**config.mk**
```make
export PLATFORM = sky130hd
export DESIGN_NAME = unary_multi_adder
export DESIGN_NICKNAME = d
export VERILOG_FILES = /design/src/rtl/unary_pkg.sv /design/src/rtl/unary_popcount.sv /design/src/rtl/unary_multi_adder.sv
export SDC_FILE = /design/constraint.sdc
export NUM_CORES = 1
export LEC_CHECK = 0
export ABC_AREA = 1
export CAP_MARGIN = 10
export CORE_MARGIN = 5
export CORE_UTILIZATION = 29
export CTS_CLUSTER_SIZE = 16
export DETAILED_ROUTE_END_ITERATION = 6
export GPL_TIMING_DRIVEN = 0
export PLACE_DENSITY_LB_ADDON = 0.1
export SYNTH_ARGS = -nofsm -noshare
export SYNTH_HDL_FRONTEND = slang
export SYNTH_SLANG_ARGS = --single-unit
export TNS_END_PERCENT = 10
```
**constraint.sdc**
```tcl
create_clock -name clk -period 6.22 [get_ports clk]
set_clock_uncertainty 0.1 [all_clocks]
set_input_delay 1.866 -clock clk [delete_from_list [all_inputs] [get_ports clk]]
set_output_delay 1.866 -clock clk [all_outputs]
set_load 0.01 [all_outputs]
```
**src/rtl/unary_pkg.sv**
```systemverilog
// Shared definitions for the unary pulse-count datapath. Nothing here depends on
// the pending-count width.
package unary_pkg;

    // Sign encoding of a per-channel neg line.
    typedef enum logic {
        SIGN_POS = 1'b0,
        SIGN_NEG = 1'b1
    } sign_e;

    // Symmetric clamp to [-limit, +limit].
    function automatic int clamp_signed(input int value, input int limit);
        if (value > limit)  return limit;
        if (value < -limit) return -limit;
        return value;
    endfunction

endpackage

```
**src/rtl/unary_popcount.sv**
```systemverilog
// Combinational population count of an N-bit pulse vector.
module unary_popcount #(
    parameter int N = 4
) (
    input  logic [N-1:0]             bits,
    output logic [$clog2(N+1)-1:0]   count
);
    localparam int CW = $clog2(N + 1);

    always_comb begin
        count = '0;
        for (int i = 0; i < N; i++) begin
            count = count + {{(CW-1){1'b0}}, bits[i]};
        end
    end

endmodule

```
**src/rtl/unary_multi_adder.sv**
```systemverilog
// Signed N-input unary adder: nets the pulses arriving on N_IN lines into a saturating
// pending count and re-emits that count serially on out / out_neg.
module unary_multi_adder
    import unary_pkg::*;
#(
    parameter int N_IN  = 4,
    parameter int CNT_W = 8
) (
    input  logic                    clk,
    input  logic                    reset_n,
    input  logic                    clear,
    input  logic [N_IN-1:0]         in,
    input  logic [N_IN-1:0]         neg,
    output logic                    out,
    output logic                    out_neg,
    output logic                    busy,
    output logic signed [CNT_W-1:0] pending,
    output logic                    overflow
);
    localparam int PC_W = $clog2(N_IN + 1);
    localparam int PMAX = 2 ** (CNT_W - 1) - 1;

    if (N_IN < 2) begin : g_bad_n_in
        $error("unary_multi_adder: N_IN must be at least 2");
    end
    if (CNT_W < PC_W + 2) begin : g_bad_cnt_w
        $error("unary_multi_adder: CNT_W too small for N_IN");
    end

    logic signed [CNT_W-1:0] p_q;
    logic                    ovf_q;

    logic [N_IN-1:0] pos_mask;
    logic [N_IN-1:0] neg_mask;
    logic [PC_W-1:0] pos_cnt;
    logic [PC_W-1:0] neg_cnt;

    always_comb begin
        for (int i = 0; i < N_IN; i++) begin
            pos_mask[i] = in[i] && (sign_e'(neg[i]) == SIGN_POS);
            neg_mask[i] = in[i] && (sign_e'(neg[i]) == SIGN_NEG);
        end
    end

    unary_popcount #(.N(N_IN)) u_pop_pos (.bits(pos_mask), .count(pos_cnt));
    unary_popcount #(.N(N_IN)) u_pop_neg (.bits(neg_mask), .count(neg_cnt));

    // The pulse currently on out/out_neg is retired in the same update that absorbs
    // new arrivals, so a sign change needs no idle cycle.
    logic signed [CNT_W:0]   sum;
    int                      sum_i;
    logic                    sat;
    logic signed [CNT_W-1:0] p_next;

    always_comb begin
        sum = $signed({p_q[CNT_W-1], p_q})
            + $signed((CNT_W+1)'(pos_cnt))
            - $signed((CNT_W+1)'(neg_cnt))
            - $signed((CNT_W+1)'(out))
            + $signed((CNT_W+1)'(out_neg));
        sum_i  = int'(sum);
        sat    = (sum_i > PMAX) || (sum_i < -PMAX);
        p_next = CNT_W'(clamp_signed(sum_i, PMAX));
    end

    // NOTE: state registers use non-blocking assignments so every flop samples the
    // pre-edge values; blocking here would create order-dependent simulation races.
    always_ff @(posedge clk or negedge reset_n) begin
        if (!reset_n) begin
            p_q   <= '0;
            ovf_q <= 1'b0;
        end else if (clear) begin
            p_q   <= '0;
            ovf_q <= 1'b0;
        end else begin
            p_q <= p_next;
            if (sat) begin
                ovf_q <= 1'b1;
            end
        end
    end

    assign out      = !p_q[CNT_W-1] && (p_q != '0);
    assign out_neg  = p_q[CNT_W-1];
    assign busy     = (p_q != '0);
    assign pending  = p_q;
    assign overflow = ovf_q;

endmodule

```
==> run metrics <==
status=complete, no violations; initial DRC count=25; Starting Density=0.3006; via total after detailed routing=1041; global-route wire length before repair=4498 µm; highest metal used=met3; met3 wire length=125 µm; wire per inst=10.74 µm; total setup buffers inserted after CTS=0; startpoint types=input port; final instance area=0.001539 mm²; gr usage total=0.1023; MaxCap Viol Count=0; post-CTS resize count=0; die area=0.005569 mm²; CTS tree=built; final period utilization=0.9174; r2r setup slk=2360 ps; unrepaired setup endpoints after global routing=no; final antenna-violating net count=0; r2r endpoint=pending[2]; I/O pins=23; gr ovfl total=0; reg2reg start=pending[7]; Slew Limit Headroom=0.7327; TritonRoute pass-1 iters=4; HPWL Detailed=2392 µm; antenna fix cells=0; CTS clk-pin slew, worst paths=40 ps; Hold Startpoint=overflow; H-tree depth=1; non-filler cells, final=247; minimum clock period=5706 ps; vias in the first global route=1092; hold crit path type=reg -> reg; DRT Wirelength=2652 µm; end of the worst hold path=overflow; setup TNS=0 ps; syn_area_per_cell=7.083 µm²; largest net degree at the start of global routing=10; Num CTS Buffers=3; crit path launch=in[0]; Critical Path Fanout Max=4; Area after DPL=0.001494 mm²; Worst EP arrival=5710 ps; hold path depth=4; syn nets=205; CP endpoint kind=flip-flop; Final Hold Vio Count=0; residual DRC count=0; critical path type=in -> reg; warnings from Yosys=0; Yosys cell types=22; Die Span Y=74.63 µm; Clock Path Buffers=2; layout cells sized above 1=0.1218; Synth Instances=171; hold buffer count at cts=0; Peak Freq=175.2 MHz; Seq/Total Area, Yosys=0.1860; clock sinks=9; die span in x=74.63 µm; CP Data Required Time=6220 ps; Core Util, Final=0.3820; RD Place Congestion=0.8038; flip-flop and latch count after synthesis=9; Area Overhead vs Synth=27.07%; fillers=436; final setup violation count=0; Final Max Slew Viols=0; PortBufs=22; CORE AREA=0.004029 mm²; routed wl met2=1289 µm; Netlist Area Pre-Place=0.001211 mm²; FP Rows=23; initial antenna violation count=0; reg2reg path depth=21; worst slew pin tran=399.6 ps; via/cell ratio=4.215; Root Driver=clkbuf_8; Final #Nets=232; clk_lat worst skew=230 ps; dpl cells=243; Met1 Routed Length=1238 µm
-- stage by stage --
stage | worst slack [ps] | hold WS, ps
after floorplan | 953.5 | 493.5
after global placement | 241.7 | 444.7
after detailed placement | 251.7 | 450.5
after CTS | 462.0 | 462.0
after global routing | 193.6 | 528.7
final | 513.6 | 458.6
-- cell usage after synthesis --
| cell type | n | area [µm²] |
|---|---|---|
| inv_1 | 52 | 195.2 |
| a21oi_2 | 4 | 35.03 |
| nor2_2 | 3 | 18.77 |
| a21oi_1 | 4 | 20.02 |
| inv_2 | 3 | 11.26 |
| nand3_2 | 1 | 10.01 |
| dfrtp_1 | 9 | 225.2 |
| nor4_1 | 1 | 6.260 |
| nor2_1 | 5 | 18.77 |
| nand2_4 | 5 | 56.30 |
| fa_1 | 6 | 120.1 |
| nand2_1 | 36 | 135.1 |
| o21bai_1 | 1 | 7.510 |
| xnor2_1 | 1 | 8.760 |
| o21ai_1 | 1 | 5.000 |
| nand2_2 | 4 | 25.02 |
| ha_1 | 17 | 212.7 |
| nand3_1 | 13 | 65.06 |
| o21a_1 | 1 | 7.510 |
| nand4_1 | 2 | 12.51 |
| buf_4 | 1 | 7.510 |
| nand3b_1 | 1 | 7.510 |
-- worst max-delay path by stage --
stage	end	slack [ps]	cells past startpoint
floorplan	pending[4]	950	20
global placement	pending[4]	240	21
detailed placement	pending[2]	250	21
CTS	pending[2]	460	21
global route	pending[2]	190	21
finish	pending[2]	510	21
-- cell usage in the layout, fill, tap and decap left out, drive strengths merged --
cell type,instances
xnor2,1
nand3,14
clkdlybuf4s50,22
buf,1
dfrtp,9
nand3b,1
a21oi,8
nand4,2
o21a,1
o21bai,1
nor4,1
ha,17
nand2,45
clkbuf,4
o21ai,1
nor2,8
inv,55
fa,6
-- logic make-up (layout without fill, tap and decap cells) --
group	count (synthesis)	after routing	synth area share
buffers and inverters	56	82	0.1767
AO/OA/AOI/OAI	11	11	0.06198
flip-flops	9	9	0.1860
AND/OR/NAND/NOR	71	71	0.2934
adder cells (fa/ha/maj)	23	23	0.2748
XOR/XNOR	1	1	0.007233
-- layer usage --
layer,vias to the layer above,GRT usage
li1,561,-
met1,457,0.1279
met2,23,0.1932
met3,0,0.01602
met4,0,0.005929
met5,-,0
-- area by class of cell --
| class | instances | area, µm² | area share |
|---|---|---|---|
| plain buffers | 1 | 7.507 | 0.004878 |
| clock buffers | 4 | 45.04 | 0.02927 |
| inverters | 55 | 206.4 | 0.1341 |
| multi-input cells | 106 | 772.0 | 0.5016 |
| flip-flops and latches | 9 | 225.2 | 0.1463 |
| well taps | 50 | 62.56 | 0.04065 |
| repair buffers | 22 | 220.2 | 0.1431 |
-- registers in the layout, indices dropped and copies added, names as in the netlist --
| register | count |
|---|---|
| overflow | 1 |
| pending | 8 |
-- critical path: stages --
cell and delay, ps:
clkdlybuf4s50_1 420, nand2_1 70, inv_1 40, ha_1 310, fa_1 480, fa_1 560
fa_1 430, inv_1 60, nand2_1 40, nand2_1 110, inv_1 70, fa_1 520
nand2_1 70, a21oi_1 110, nand3_1 80, nor2_1 100, nand3_1 90, nand2_2 90
nand2_4 60, nand3_1 60, o21ai_1 60
Power is not shown: default switching activity piles up to over one toggle a cycle in this logic, so the estimate is an artifact.
